===== src/rtl/store_steer_buffer_if.sv =====
// Pipeline-store and data-memory bus bundle for store_steer_buffer.
// The slave modport is the buffer's view; the master modport is the pipeline/memory side.
interface store_steer_buffer_if;
   logic        in_valid;
   logic        in_ready;
   logic [31:0] in_addr;
   logic [31:0] in_data;
   logic [2:0]  in_funct3;
   logic        mem_req;
   logic [31:0] mem_addr;
   logic [31:0] mem_wdata;
   logic [3:0]  mem_be;
   logic        mem_ack;

   modport slave (
      input  in_valid, in_addr, in_data, in_funct3, mem_ack,
      output in_ready, mem_req, mem_addr, mem_wdata, mem_be
   );

   modport master (
      output in_valid, in_addr, in_data, in_funct3, mem_ack,
      input  in_ready, mem_req, mem_addr, mem_wdata, mem_be
   );
endinterface


===== src/rtl/store_steer_buffer.sv =====
// Store byte-lane steering plus a DEPTH-entry FIFO store buffer feeding a req/ack memory bus.
// Define STORE_MERGE_EN to let a legal store merge into a same-word tail entry.
module store_steer_buffer #(
   parameter int DEPTH = 2
) (
   input  logic                     clk,
   input  logic                     reset,
   store_steer_buffer_if.slave      bus,
   output logic                     misaligned,
   output logic [$clog2(DEPTH):0]   count,
   output logic                     empty
);
   localparam int AW = $clog2(DEPTH);
   localparam int CW = AW + 1;
   localparam logic [CW-1:0] CNT_ZERO = CW'(0);
   localparam logic [CW-1:0] CNT_ONE  = CW'(1);
   localparam logic [CW-1:0] CNT_FULL = CW'(DEPTH);
   localparam logic [AW-1:0] PTR_ONE  = AW'(1);

   logic [29:0]   addr_q  [DEPTH];
   logic [31:0]   wdata_q [DEPTH];
   logic [3:0]    be_q    [DEPTH];
   logic [AW-1:0] head_q, head_d, tail_q, tail_d;
   logic [CW-1:0] count_q, count_d;
   logic          mis_q, mis_d;

   logic          legal_s, full_s, take_s, pop_s, enq_s, merge_hit_s;
   logic [31:0]   wdata_s;
   logic [3:0]    be_s;

   // Legality check and lane steering of the incoming store
   always_comb begin
      legal_s = 1'b0;
      wdata_s = 32'h0000_0000;
      be_s    = 4'b0000;
      case (bus.in_funct3)
         3'b000: begin
            legal_s = 1'b1;
            wdata_s = {4{bus.in_data[7:0]}};
            be_s    = 4'b0001 << bus.in_addr[1:0];
         end
         3'b001: begin
            legal_s = ~bus.in_addr[0];
            wdata_s = {2{bus.in_data[15:0]}};
            be_s    = bus.in_addr[1] ? 4'b1100 : 4'b0011;
         end
         3'b010: begin
            legal_s = (bus.in_addr[1:0] == 2'b00);
            wdata_s = bus.in_data;
            be_s    = 4'b1111;
         end
         default: begin
            legal_s = 1'b0;
         end
      endcase
   end

`ifdef STORE_MERGE_EN
   logic [AW-1:0] tail_m1_s;
   assign tail_m1_s = tail_q - PTR_ONE;

   // With two or more entries the tail is never the head, so a pop cannot hit it
   always_comb begin
      if (legal_s && (count_q >= CW'(2)) && (addr_q[tail_m1_s] == bus.in_addr[31:2])) begin
         merge_hit_s = 1'b1;
      end else begin
         merge_hit_s = 1'b0;
      end
   end
`else
   assign merge_hit_s = 1'b0;
`endif

   assign full_s       = (count_q == CNT_FULL);
   assign bus.in_ready = ~full_s | merge_hit_s;
   assign take_s       = bus.in_valid & bus.in_ready;
   assign pop_s        = bus.mem_ack & (count_q != CNT_ZERO);
   assign enq_s        = take_s & legal_s & ~merge_hit_s;

   // Next-state for pointers, occupancy and the misaligned pulse
   always_comb begin
      mis_d  = take_s & ~legal_s;
      head_d = pop_s ? head_q + PTR_ONE : head_q;
      tail_d = enq_s ? tail_q + PTR_ONE : tail_q;
      if (enq_s && !pop_s) begin
         count_d = count_q + CNT_ONE;
      end else if (!enq_s && pop_s) begin
         count_d = count_q - CNT_ONE;
      end else begin
         count_d = count_q;
      end
   end

   // Control state registers
   always_ff @(posedge clk) begin
      if (reset) begin
         head_q  <= '0;
         tail_q  <= '0;
         count_q <= CNT_ZERO;
         mis_q   <= 1'b0;
      end else begin
         head_q  <= head_d;
         tail_q  <= tail_d;
         count_q <= count_d;
         mis_q   <= mis_d;
      end
   end

   // Entry storage: enqueue at tail, or lane-merge into the previous tail
   always_ff @(posedge clk) begin
      if (reset) begin
         for (int i = 0; i < DEPTH; i++) begin
            addr_q[i]  <= 30'h0;
            wdata_q[i] <= 32'h0000_0000;
            be_q[i]    <= 4'b0000;
         end
      end else if (enq_s) begin
         addr_q[tail_q]  <= bus.in_addr[31:2];
         wdata_q[tail_q] <= wdata_s;
         be_q[tail_q]    <= be_s;
`ifdef STORE_MERGE_EN
      end else if (take_s && merge_hit_s) begin
         for (int l = 0; l < 4; l++) begin
            if (be_s[l]) begin
               wdata_q[tail_m1_s][8*l +: 8] <= wdata_s[8*l +: 8];
            end
         end
         be_q[tail_m1_s] <= be_q[tail_m1_s] | be_s;
`endif
      end
   end

   assign bus.mem_req   = (count_q != CNT_ZERO);
   assign bus.mem_addr  = {addr_q[head_q], 2'b00};
   assign bus.mem_wdata = wdata_q[head_q];
   assign bus.mem_be    = be_q[head_q];
   assign misaligned    = mis_q;
   assign count         = count_q;
   assign empty         = (count_q == CNT_ZERO);
endmodule


===== src/flat_wrapper.sv =====
// flat-port wrapper written by rule: the top's interface ports become plain ports
module store_steer_buffer_flat 
#(
   parameter int DEPTH = 2
)
  (clk, reset, misaligned, count, empty, bus_in_valid, bus_in_addr, bus_in_data, bus_in_funct3, bus_mem_ack, bus_in_ready, bus_mem_req, bus_mem_addr, bus_mem_wdata, bus_mem_be);
  store_steer_buffer_if bus_i ();
  input  logic clk;
  input  logic reset;
  output logic misaligned;
  output logic [$clog2(DEPTH):0] count;
  output logic empty;
  input wire logic [$bits(bus_i.in_valid)-1:0] bus_in_valid;
  input wire logic [$bits(bus_i.in_addr)-1:0] bus_in_addr;
  input wire logic [$bits(bus_i.in_data)-1:0] bus_in_data;
  input wire logic [$bits(bus_i.in_funct3)-1:0] bus_in_funct3;
  input wire logic [$bits(bus_i.mem_ack)-1:0] bus_mem_ack;
  output wire logic [$bits(bus_i.in_ready)-1:0] bus_in_ready;
  output wire logic [$bits(bus_i.mem_req)-1:0] bus_mem_req;
  output wire logic [$bits(bus_i.mem_addr)-1:0] bus_mem_addr;
  output wire logic [$bits(bus_i.mem_wdata)-1:0] bus_mem_wdata;
  output wire logic [$bits(bus_i.mem_be)-1:0] bus_mem_be;
  assign bus_i.in_valid = bus_in_valid;
  assign bus_i.in_addr = bus_in_addr;
  assign bus_i.in_data = bus_in_data;
  assign bus_i.in_funct3 = bus_in_funct3;
  assign bus_i.mem_ack = bus_mem_ack;
  assign bus_in_ready = bus_i.in_ready;
  assign bus_mem_req = bus_i.mem_req;
  assign bus_mem_addr = bus_i.mem_addr;
  assign bus_mem_wdata = bus_i.mem_wdata;
  assign bus_mem_be = bus_i.mem_be;
  store_steer_buffer #(.DEPTH(DEPTH)) u_core (.clk(clk), .reset(reset), .bus(bus_i), .misaligned(misaligned), .count(count), .empty(empty));
endmodule

===== config.mk =====
export PLATFORM = sky130hd
export DESIGN_NAME = store_steer_buffer_flat
export DESIGN_NICKNAME = d
export VERILOG_FILES = /design/src/rtl/store_steer_buffer_if.sv /design/src/rtl/store_steer_buffer.sv /design/src/flat_wrapper.sv
export SDC_FILE = /design/constraint.sdc
export NUM_CORES = 1
export LEC_CHECK = 0
export CAP_MARGIN = 20
export CELL_PAD_IN_SITES_DETAIL_PLACEMENT = 1
export CELL_PAD_IN_SITES_GLOBAL_PLACEMENT = 1
export CORE_MARGIN = 1.5
export CORE_UTILIZATION = 37
export CTS_CLUSTER_DIAMETER = 80
export CTS_CLUSTER_SIZE = 10
export DETAILED_ROUTE_END_ITERATION = 16
export GPL_TIMING_DRIVEN = 0
export PLACE_DENSITY = 0.84
export SYNTH_ARGS = -nofsm -noshare
export SYNTH_HDL_FRONTEND = slang
export SYNTH_SLANG_ARGS = --single-unit

===== constraint.sdc =====
create_clock -name clk -period 7.26 [get_ports clk]
set_clock_uncertainty 0.05 [all_clocks]
set_input_delay 1.452 -clock clk [delete_from_list [all_inputs] [get_ports clk]]
set_output_delay 1.452 -clock clk [all_outputs]
set_load 0.01 [all_outputs]

==> After elaboration in Yosys (flattened, before gate mapping) <==
Memory sizes are Yosys's and may differ from the RTL's. A register that Yosys moved wholly into a read port is not among the register bits.
Cells that the tools add are included.
{ "word_totals": {"regBits": 5, "elab_cells": 60, "out_inout_bits": 74, "mem_count": 3, "inputBits": 71, "mem_bits_rw": 132} }
{ "op_classes": {"eq_ne": 3, "muxes": 26, "n_bitwise": 7, "shift": 1, "n_reduce_logical": 12, "n_addsub": 4} }
{ "mem_list": {"columns": ["memory", "depth", "word_bits", "rd", "rd_clocked_by_memory_dff", "write_ports", "line_no", "text"], "rows": [
  ["u_core.wdata_q", 2, 32, 1, 1, 2, "store_steer_buffer.sv:21", "logic [31:0] wdata_q [DEPTH];"],
  ["u_core.addr_q", 2, 30, 1, 1, 2, "store_steer_buffer.sv:20", "logic [29:0] addr_q [DEPTH];"],
  ["u_core.be_q", 2, 4, 1, 1, 2, "store_steer_buffer.sv:22", "logic [3:0] be_q [DEPTH];"]
]} }
{ "ops": {"columns": ["operator", "n"], "rows": [
  ["$pmux 32 s3", 1],
  ["$mux 32", 1],
  ["$reduce_or 32->1", 1],
  ["$mux 30", 1],
  ["$reduce_or 30->1", 1],
  ["$mux 1", 17],
  ["$pmux 4 s3", 1],
  ["$mux 4", 2],
  ["$and 1x1->1", 4],
  ["$logic_not 2->1", 2],
  ["$mux 2", 2],
  ["$reduce_bool 2->1", 2],
  ["$reduce_or 4->1", 1],
  ["$shl 1x2->4 const A", 1],
  ["$eq 3x1->1 const B", 1],
  ["$eq 3x2->1 const B", 1],
  ["$logic_not 3->1", 1],
  ["$not 1->1", 3],
  ["$pmux 1 s3", 1],
  ["$add 1x1->1 const B", 2],
  ["$add 2x1->2 const B", 1],
  ["$eq 2x2->1 const B", 1],
  ["$logic_and 1x1->1", 2],
  ["$logic_not 1->1", 2],
  ["$sub 2x1->2 const B", 1]
]} }

==> Longest topological paths before layout <==
Gate-level depths: netlist of run 1.
{ "logic_depth": {"depth_word": 9, "ltp_mapped": 9, "mapped_depth_nobuf": 7} }

==> Least setup slack after synthesis of run 1 <==
No wires, ideal clock.
{ "synth_timing": {"kind": "input -> register", "startpoint": "input port bus_in_funct3[2]", "endpoint": "memory u_core.addr_q[1][0], enable pin", "setup_time_ns": 0.581, "slack_ns": -0.345, "arrival_time_ns": 6.974, "n_path_buf": 2, "required_ns": 6.629, "cell_stages": 5, "cell_sequence": "buf_2 -> nor4_4 -> o211ai_1 -> clkbuf_1 -> o21ai_0"} }
{ "synth_rtl": {"columns": ["element", "line_no", "text"], "rows": [
  ["from (decl)", "flat_wrapper.sv:16", "input wire logic [$bits(bus_i.in_funct3)-1:0] bus_in_funct3;"],
  ["to (decl)", "store_steer_buffer.sv:20", null]
]} }

==> impl_results.md, run 1 <==
- CP Launch Type: flip-flop
- GRT overflow: 0
- Fmax: 230 MHz
- Initial core utilization: 37.8%
- Hold_buf cts: 0
- Clk Latency, worst-skew pair: 420 ps
- Relative slew slack: 50.9%
- Final hold violation count: 0
- Largest delay contributor family on the critical path: buffers and inverters
- Clock Tree Buf Depth: 2
- Syn Inst Count: 511
- Top cells by area, synth: edfxtp_1 (61%), mux2_2 (13%), nor3_1 (7.4%)
- Layout cells sized above 1: 18.5%
- Sequential share of power: 38.2%
- Row count: 48
- Seq cells post-synth: 138
- Synth warn: 0
- Reg clk slew, reported paths: 60 ps
- Vias in the first global route: 5293
- Power Density: 277 nW/um^2
- Die H: 136 um
- Netlist cell types: 32
- Int Power: 1800 uW
- Critical Path RT: 5760 ps
- Asr flop ratio synth: 0%
- Gate power share: 27.6%
- Syn avg cell area: 12.8 um^2
- # setup viols final: 0
- Nets: 750
- Placed Cells: 884
- Min-delay worst type: flip-flop to flip-flop
- Diode count: 0
- WL/cell: 21.5 um
- Critical path type: flip-flop to output port
- I/O pin total: 145
- Fin crit share: 60.0%
- Pleak: 0.00316 uW
- CTS resizes: 0
- Final WL: 19700 um
- Tot GR Track Use: 22.7%
- Overall power: 2490 uW
- Core outline area: 17200 um^2
- RSZ-0062 raised after global routing: no
- NetSw: 688 uW
- DP HPWL: 14300 um
- Synthesis-to-finish area growth: 37.8%
- DIE AREA: 18400 um^2
- Largest net degree at the start of global routing: 20
- Initial DRC Count: 319
- Crit-path slowest cell: clkbuf_1
- Initial DRT Pass Iterations: 4
- Post-CTS Setup Repair Bufs: 0
- Min Clock Period, post-route: 4350 ps
- Cell taking the most area after synthesis: edfxtp_1
- Switching Share: 27.7%
- Largest stage delay on the critical path: 620 ps
- Die Width: 136 um
- Worst EP arrival: 2850 ps
- Synth Flop Type: edfxtp_1
- CP Cell Sequence: clkbuf_1, clkbuf_1, mux2_2, clkdlybuf4s50_1
- Placer Congestion: 0.861
- Outcome: finished, final reports clean
- DRC: 0
- Maximum vdd drop: 0.179 mV
- Initial antenna violation count: 0
- Register area: 4080 um^2
- Top cell by count, worst path: clkbuf_1
- Root Driver: clkbuf_16
- Drt via density: 5.38
- H-Tree Depth: 4
- Fillers: 1742
- CTS buffer count: 17
- Area share of the largest cell type after synthesis: 60.8%
- DR vias: 4928
- WP buf/inv: 3
- Cell with the most instances after synthesis: edfxtp_1
- Mapped Area: 6520 um^2
- First-pass GRT wire length: 30700 um
- Multi-input logic area: 2090 um^2
- Crit path max fanout: 10
- Clk sink count: 138
- Commonest cells in the synthesized netlist: edfxtp_1 (132), nor3_1 (96), mux2_2 (74)
- Max-capacitance violation count: 0
- Slew @ Worst Pin: 734 ps
- Clk pwr share: 34.2%
- Max-slew violations: 0
- Non-Filler Instances: 916
- Post-synthesis sequential area ratio: 62.7%
- Crit. End Element: output port
- IO Port Bufs: 141
- Final ANT Viol Nets: 0
- Post-synth EDFFs: 132
- CTS tree: built
-- stage by stage --
stage / utilization [%] / worst slack [ps] / instance area (um^2) / hold slack [ps] / TNS (ps)
CTS: 52.1 / 2880 / 8980 / 478 / 0
finish: 52.1 / 2910 / 8980 / 468 / 0
floorplan: - / 1440 / 6520 / 422 / 0
detailed placement: 48.7 / 2740 / 8400 / 463 / 0
global placement: 47.7 / -867 / 8210 / 441 / -113710
global route: 52.1 / 2790 / 8980 / 499 / 0
-- flip-flops by register name, summed over array words and instances, names as in the netlist, named ones only --
register / flops
u_core.tail_q: 1
u_core.wdata_q: 64
u_core.count: 2
u_core.addr_q: 60
u_core.misaligned: 1
u_core.head_q: 1
u_core.be_q: 8
-- worst reg2reg max path: stages (launching register included) --
cell	delay, ps
dfxtp_1	450
nand2b_1	230
o211ai_1	250
clkbuf_1	340
o21ai_4	670
buf_16	240
buf_16	180
-- power by group through the flow --
stage | combinational [uW] | clock [uW] | sequential (uW)
3_5_place_dp | 687 | 0 | 965
4_1_cts | 694 | 862 | 949
3_3_place_gp | 658 | 0 | 969
5_1_grt | 729 | 890 | 955
2_1_floorplan | 331 | 0 | 964
6_report | 686 | 851 | 949
-- cell usage in the layout, fill, tap and decap left out, drive strengths merged, types with 8 or more instances in the layout --
cell type      instances
clkdlybuf4s50        141
edfxtp               132
nor3                  96
mux2                  74
clkbuf                55
inv                   46
nor4                  38
buf                   19
a22oi                 16
nand2b                10
a21o                   9
nand3b                 8
-- layer usage --
layer / track usage (%) / share of wire [%]
met1: 28.6 / 41
met2: 38.3 / 51
met3: 4.15 / 4.9
met4: 9.44 / 2.8
met5: 0 / 0
-- worst paths after layout --
check	slack, ps	cells past startpoint	from	endpoint
setup / recovery	2910	4	flip-flop	bus_mem_addr[29]
hold / removal	470	2	u_core.head_q	u_core.head_q
setup reg to reg	4540	6	u_core.count[0]	u_core.wdata_q[0][0]
hold reg to reg	470	2	u_core.head_q	u_core.head_q
-- cells by family after synthesis --
kind of cell,count (synthesis),share of synthesized area [%]
muxes,74,12.8
xor gates and xnor gates,3,0.403
DFF,138,62.7
and+or+nand+nor,161,13.8
AOI/OAI and AO/OA,41,4.49
adders and majority gates,1,0.192
buffers and inverters,92,5.62
other,1,0.0575
-- layout make-up --
| type | instances | area share, % |
|---|---|---|
| clock inverters | 12 | 1.56 |
| plain buffers | 48 | 2.24 |
| inverters | 44 | 1.84 |
| well taps | 225 | 3.14 |
| flip-flops and latches | 138 | 45.5 |
| multi-input cells | 282 | 23.3 |
| clock buffers | 20 | 4.86 |
| repair buffers | 147 | 17.6 |
No activity file was read; power rests on OpenSTA's default activity.
==> inputs of run 2 (changes only) <==
--- a/config.mk
+++ b/config.mk
@@ -9,12 +9,12 @@
 export CELL_PAD_IN_SITES_DETAIL_PLACEMENT = 1
 export CELL_PAD_IN_SITES_GLOBAL_PLACEMENT = 1
 export CORE_MARGIN = 1.5
-export CORE_UTILIZATION = 37
+export CORE_UTILIZATION = 40
 export CTS_CLUSTER_DIAMETER = 80
 export CTS_CLUSTER_SIZE = 10
 export DETAILED_ROUTE_END_ITERATION = 16
 export GPL_TIMING_DRIVEN = 0
-export PLACE_DENSITY = 0.84
+export PLACE_DENSITY = 0.86
 export SYNTH_ARGS = -nofsm -noshare
 export SYNTH_HDL_FRONTEND = slang
 export SYNTH_SLANG_ARGS = --single-unit
==> constraint.sdc (replaced) <==
create_clock -name clk -period 4.4 [get_ports clk]
set_clock_uncertainty 0.05 [all_clocks]
set_input_delay 0.88 -clock clk [delete_from_list [all_inputs] [get_ports clk]]
set_output_delay 0.88 -clock clk [all_outputs]
set_load 0.01 [all_outputs]
==> run 2 against run 1 <==
- worst hold slack hardly changed
- final area decreased by 0.45%
- first-iteration DRC count shrank 0.63%
- highest routed layer unchanged
- combinational power rose by 65%
- sequential share of layout area is 0.20 points higher
- critical path type unchanged
- sequential cell count did not move
- sequential power increased by 65%
- register-to-register slack worse by 2900 ps
- power grew 66%
- critical path depth did not move
- cell count decreased by 1.1%
==> impl_results.md, run 2 (synthesis results as in run 1) <==
- Placer Congestion: 0.884 (+2.7%)
- Slew @ Worst Pin: 1020 ps (+283 ps)
- Fin crit share: 85.4%
- Vias in the first global route: 5412 (+2.2%)
- Final worst setup slack: 641 ps (-2270 ps)
- Largest stage delay on the critical path: 610 ps (about the same)
- Layout cells sized above 1: 18.0% (-0.55 points)
- Slack of the worst reg-to-reg path: 1680 ps (-2860 ps)
- Clk Latency, worst-skew pair: 410 ps (about the same)
- Critical Path RT: 3470 ps (-2290 ps)
- Min Clock Period, post-route: 3760 ps
- Outcome: finished, final reports clean
- Initial DRC Count: 317 (-0.63%)
- WP buf/inv: 3 (unchanged)
- DP HPWL: 14800 um (+3.1%)
- Initial DRT Pass Iterations: 5 (+1)
- DR vias: 5056 (+2.6%)
- I/O pin total: 145 (unchanged)
- Nets: 749 (-0.13%)
- Die H: 131 um (-3.7%)
- Clock Tree Buf Depth: 2 (unchanged)
- Hold path start: u_core.head_q
- Most frequent cells in the layout: clkdlybuf4s50_1 (141), edfxtp_1 (132), nor3_1 (96), mux2_2 (74), inv_1 (43)
- Worst hold path depth: 2 (unchanged)
- Maximum vdd drop: 0.255 mV (+42%)
- Final WL: 20200 um (+2.7%)
- Synthesis-to-finish area growth: 37.1%
- RR Startpoint: u_core.count[0]
- Final hold violation count: 0 (unchanged)
- Die Width: 131 um (-3.7%)
- Commonest non-fill, non-tap cell in the layout: clkdlybuf4s50_1
- Max-capacitance violation count: 0 (unchanged)
- IO Port Bufs: 141 (unchanged)
- Max FFs per register: 64 (unchanged)
- CP Launch Type: flip-flop
- Core outline area: 15900 um^2 (-7.8%)
- Power Density: 462 nW/um^2 (+67%)
- Drt via density: 5.58 (+3.7%)
- RSZ-0062 raised after global routing: no
- Hold_buf cts: 0 (unchanged)
- Pleak: 0.00315 uW (-0.44%)
- Largest net degree at the start of global routing: 26 (+30%)
- Clk sink count: 138 (unchanged)
- Root Driver: clkbuf_16
- Initial core utilization: 41.0% (+3.2 points)
- Min-delay worst type: flip-flop to flip-flop
- Reg clk slew, reported paths: 60 ps (about the same)
- RR Endpoint: u_core.addr_q[0][14]
- Non-Filler Instances: 906 (-1.1%)
- Reg with most FFs: u_core.wdata_q
- Largest delay contributor family on the critical path: buffers and inverters
- Worst EP arrival: 2830 ps (-20 ps)
- CTS buffer count: 17 (unchanged)
- First-pass GRT wire length: 30900 um (+0.67%)
- GRT overflow: 0 (unchanged)
- Diode count: 0 (unchanged)
- DRC: 0 (unchanged)
- Relative slew slack: 31.9% (-19 points)
- Crit. End Element: output port
- Fmax: 266 MHz
- Crit-path slowest cell: clkbuf_1
- Setup WS pre-CTS: 415 ps (-2330 ps)
- Placed Cells: 874 (-1.1%)
- CP Cell Sequence: clkbuf_1, clkbuf_1, mux2_2, clkdlybuf4s50_1
- Regs by FF count: u_core.wdata_q: 64 flops, u_core.addr_q: 60 flops, u_core.be_q: 8 flops
- CTS tree: built
- Top cell by count, worst path: clkbuf_1
- Final ANT Viol Nets: 0 (unchanged)
- # setup viols final: 0 (unchanged)
- Hold Path End: u_core.head_q
- Overall power: 4130 uW (+66%)
- R2R cell count: 5 (-1)
- Crit path max fanout: 10 (unchanged)
- WL/cell: 22.3 um (+3.8%)
- Initial antenna violation count: 0 (unchanged)
- CTS resizes: 0 (unchanged)
- Post-CTS Setup Repair Bufs: 0 (unchanged)
- DIE AREA: 17100 um^2 (-7.3%)
- H-Tree Depth: 4 (unchanged)
- Row count: 46 (-4.2%)
- Critical path type: flip-flop to output port
- Tot GR Track Use: 24.7% (+2.0 points)
- Max-slew violations: 0 (unchanged)
==> run 2: cell count changes in the layout (fill, tap and decap cells not counted), sizes merged <==
cell | before | now
clkinv | 5 | 8
inv | 46 | 44
bufinv | 2 | 3
clkbuf | 55 | 53
buf | 19 | 18
==> run 2: layout make-up <==
class | count | area (um^2)
timing repair buffer | 146 | 1540
buffer | 48 | 201
clock buffer | 18 | 429
inverter | 44 | 165
clock inverter | 14 | 154
tap | 216 | 270
multi-input combinational | 282 | 2090
sequential | 138 | 4080
fill | 1637 | 6950
==> run 2: per-layer routing <==
layer	wire, um	up-vias	share of wire, %	track usage (%)
met5	0	-	0	0
met4	505	0	2.5	9.83
met3	1170	38	5.8	5.50
met2	10400	224	51	42.5
met1	8160	2529	40	30.1
li1	-	2265	-	-
==> run 2: worst register-to-register path, cell delays in order (launching register included) <==
cell and delay [ps]:
dfxtp_1 440, nand2b_1 220, o211ai_1 230, clkbuf_1 340, o21ai_4 870, buf_16 270
==> run 2: metrics by stage <==
stage | utilization (%) | TNS, ps | cell area (um^2) | hold slack [ps]
CTS | 56.3 | 0 | 8940 | 468
detailed placement | 52.6 | 0 | 8360 | 456
finish | 56.3 | 0 | 8940 | 468
floorplan | - | 0 | 6530 | 422
global route | 56.3 | 0 | 8940 | 515
global placement | 51.7 | -160260 | 8210 | 444
==> run 2: how the worst max path moves through the flow <==
stage                                end        startpoint  cells past startpoint
finish                  bus_mem_addr[26]         flip-flop                      4
global route            bus_mem_addr[26]         flip-flop                      4
detailed placement   u_core.addr_q[0][7]  bus_in_funct3[0]                      6
global placement    u_core.addr_q[1][16]  bus_in_funct3[0]                      5
floorplan            u_core.addr_q[1][0]  bus_in_funct3[2]                      5
CTS                     bus_mem_addr[26]         flip-flop                      4
==> run 2: report_power, final <==
| part | switching, uW | internal (uW) | leakage [uW] |
|---|---|---|---|
| logic | 537 | 594 | 0.00146 |
| clock network | 545 | 882 | 0.000274 |
| registers | 39.5 | 1530 | 0.00142 |
| total | 1120 | 3000 | 0.00315 |
==> inputs of run 3 (changes only) <==
--- a/config.mk
+++ b/config.mk
@@ -5,11 +5,12 @@
 export SDC_FILE = /design/constraint.sdc
 export NUM_CORES = 1
 export LEC_CHECK = 0
-export CAP_MARGIN = 20
-export CELL_PAD_IN_SITES_DETAIL_PLACEMENT = 1
-export CELL_PAD_IN_SITES_GLOBAL_PLACEMENT = 1
+export ABC_AREA = 1
+export CAP_MARGIN = 15
+export CELL_PAD_IN_SITES_DETAIL_PLACEMENT = 2
+export CELL_PAD_IN_SITES_GLOBAL_PLACEMENT = 2
 export CORE_MARGIN = 1.5
-export CORE_UTILIZATION = 40
+export CORE_UTILIZATION = 32
 export CTS_CLUSTER_DIAMETER = 80
 export CTS_CLUSTER_SIZE = 10
 export DETAILED_ROUTE_END_ITERATION = 16
==> run 3 against run 2 <==
- maximum frequency increased by 4.7%
- critical endpoint is now bus_mem_be[0]
- critical path depth did not move
- register-to-register slack gained 70 ps
- first-iteration DRC count is 51% lower
- power fell by 9.8%
- clock-buffer cell count did not move
- wire length decreased by 2.8%
- non-clock buffer count fell by 25
- critical path type unchanged
- sequential power down 3%
- final area is 2.3% lower
- highest routed layer unchanged
- clock power grew 9%
- synthesized area down 3.6%
==> impl_results.md, run 3 <==
- Outcome: finished, final reports clean
- Commonest cells in the synthesized netlist: nor2_1 (169), edfxtp_1 (132), inv_1 (67)
- Worst EP arrival: 2660 ps (-170 ps)
- Final ANT Viol Nets: 0 (unchanged)
- Clk Latency, worst-skew pair: 420 ps (about the same)
- Synth Flop Type: edfxtp_1
- Max FFs per register: 64 (unchanged)
- Fin crit share: 81.6% (-3.9 points)
- Setup TNS Final: 0 ps (unchanged)
- Final worst setup slack: 811 ps (+170 ps)
- Min Clock Period, post-route: 3590 ps (-170 ps)
- Setup WS pre-CTS: 714 ps (+299 ps)
- Post-synthesis sequential area ratio: 65.0% (+2.3 points)
- Nets: 786 (+4.9%)
- Cell taking the most area after synthesis: edfxtp_1
- CTS buffer count: 17 (unchanged)
- Crit. End Element: output port
- Top cells by area, synth: edfxtp_1 (63%), mux2_2 (12%), nor2_1 (10%)
- Syn avg cell area: 11.4 um^2 (-10%)
- Min-delay worst type: flip-flop to flip-flop
- Overall power: 3720 uW (-9.8%)
- H-Tree Depth: 4 (unchanged)
- Initial DRT Pass Iterations: 4 (-1)
- Slew @ Worst Pin: 693 ps (-324 ps)
- Area share of the largest cell type after synthesis: 63.1% (+2.3 points)
- Clock Tree Buf Depth: 2 (unchanged)
- Vias in the first global route: 5440 (+0.52%)
- DIE AREA: 20500 um^2 (+20%)
- Seq cells post-synth: 138 (unchanged)
- # setup viols final: 0 (unchanged)
- Asr flop ratio synth: 0% (unchanged)
- Maximum vdd drop: 0.272 mV (+6.7%)
- Final WL: 19700 um (-2.8%)
- Netlist cell types: 27 (-16%)
- Placer Congestion: 0.847 (-4.3%)
- DP HPWL: 14000 um (-5.1%)
- Post-synth EDFFs: 132 (unchanged)
- Mapped Area: 6280 um^2 (-3.6%)
- First-pass GRT wire length: 30100 um (-2.4%)
- Hold_buf cts: 0 (unchanged)
- Crit path max fanout: 10 (unchanged)
- Reg clk slew, reported paths: 60 ps (about the same)
- Clk sink count: 138 (unchanged)
- Syn Inst Count: 550 (+7.6%)
- Worst hold slack: 454 ps (-14.2 ps)
- Fmax: 279 MHz (+4.7%)
- Initial core utilization: 32.5% (-8.5 points)
- Layout cells sized above 1: 17.3% (-0.64 points)
- Drt via density: 4.68 (-16%)
- I/O pin total: 145 (unchanged)
- Critical path type: flip-flop to output port
- Initial antenna violation count: 1 (+1)
- Synth warn: 0 (unchanged)
- DRC: 0 (unchanged)
- Most frequent cells in the layout: nor2_1 (169), clkdlybuf4s50_1 (142), edfxtp_1 (132), inv_1 (67), mux2_2 (66)
- Largest net degree at the start of global routing: 44 (+69%)
- Finished Core Util: 45.2% (-11 points)
- Tot GR Track Use: 20.3% (-4.4 points)
- CTS tree: built
- DR vias: 4652 (-8.0%)
- Max-capacitance violation count: 0 (unchanged)
- RSZ-0062 raised after global routing: no
- Post-CTS Setup Repair Bufs: 0 (unchanged)
- Initial DRC Count: 154 (-51%)
- GRT overflow: 0 (unchanged)
- Reg with most FFs: u_core.wdata_q
- Final hold violation count: 0 (unchanged)
- Synthesis-to-finish area growth: 39.1%
- Power Density: 426 nW/um^2 (-7.7%)
- Die Width: 143 um (+9.5%)
- Row count: 51 (+11%)
- Core outline area: 19300 um^2 (+22%)
- Relative slew slack: 53.8% (+22 points)
- WL/cell: 19.8 um (-11%)
- Max-slew violations: 0 (unchanged)
- IO Port Bufs: 142 (+0.71%)
- Regs by FF count: u_core.wdata_q: 64 flops, u_core.addr_q: 60 flops, u_core.be_q: 8 flops
- Pleak: 0.00346 uW (+9.8%)
- CTS resizes: 0 (unchanged)
- Root Driver: clkbuf_16
- Commonest non-fill, non-tap cell in the layout: nor2_1
- Cell with the most instances after synthesis: nor2_1
- Critical Path RT: 3470 ps (about the same)
- CP Launch Type: flip-flop
- Die H: 143 um (+9.5%)
## run 3: changes by cell type after synthesis, moves of 24 or more
cell      change
nor4_1       -37
nor2_1      +166
inv_1        +24
nand2_1      +42
nor3_1       -95
clkbuf_1     -31
## run 3: area by class of cell
cell class | instances | area (um^2)
Multi-Input combinational cell | 320 | 1820
Buffer | 25 | 146
Clock inverter | 14 | 203
Clock buffer | 18 | 429
Fill cell | 2017 | 10600
Antenna cell | 1 | 2.50
Sequential cell | 138 | 4080
Tap cell | 265 | 332
Timing Repair Buffer | 144 | 1470
Inverter | 68 | 255
## run 3: metal layers
| metal | wire [um] | track usage [%] | share of wire [%] | vias to the layer above |
|---|---|---|---|---|
| li1 | - | - | - | 2153 |
| met1 | 7670 | 21.8 | 39 | 2361 |
| met2 | 10700 | 38.6 | 54 | 114 |
| met3 | 983 | 4.80 | 5.0 | 24 |
| met4 | 329 | 6.84 | 1.7 | 0 |
| met5 | 0 | 0 | 0 | - |
## run 3: logic make-up after synthesis
logic type,count (synthesis),share of synthesized area [%]
AO/OA/AOI/OAI,27,2.39
adder cells (fa/ha/maj),1,0.199
buffers and inverters,93,6.39
flip-flops,138,65.0
multiplexers,66,11.8
other,1,0.0597
AND/OR/NAND/NOR,224,14.1
## run 3: critical path, stage by stage (launching register included)
cell and delay (ps):
dfxtp_1 350, clkbuf_1 550, buf_2 440, mux2_2 380
clkdlybuf4s50_1 530
## run 3: where the power goes
group	internal [uW]	switching (uW)
Combinational	331	304
Clock	999	562
Sequential	1500	22.3
## run 3: path summary, 6_finish.rpt
path	from	to	slack, ps	cells after the start
worst max-delay path	flip-flop	bus_mem_be[0]	810	4
worst min-delay path	u_core.head_q	u_core.head_q	450	2
worst max register to register	u_core.count[0]	u_core.wdata_q[1][8]	1750	7
worst min register to register	u_core.head_q	u_core.head_q	450	2
## run 3: stage by stage
step,area [um^2],std cells
after CTS,8730,992
final,8740,993
after global placement,8040,958
after floorplan,6290,551
after global routing,8740,993
after detailed placement,8100,960
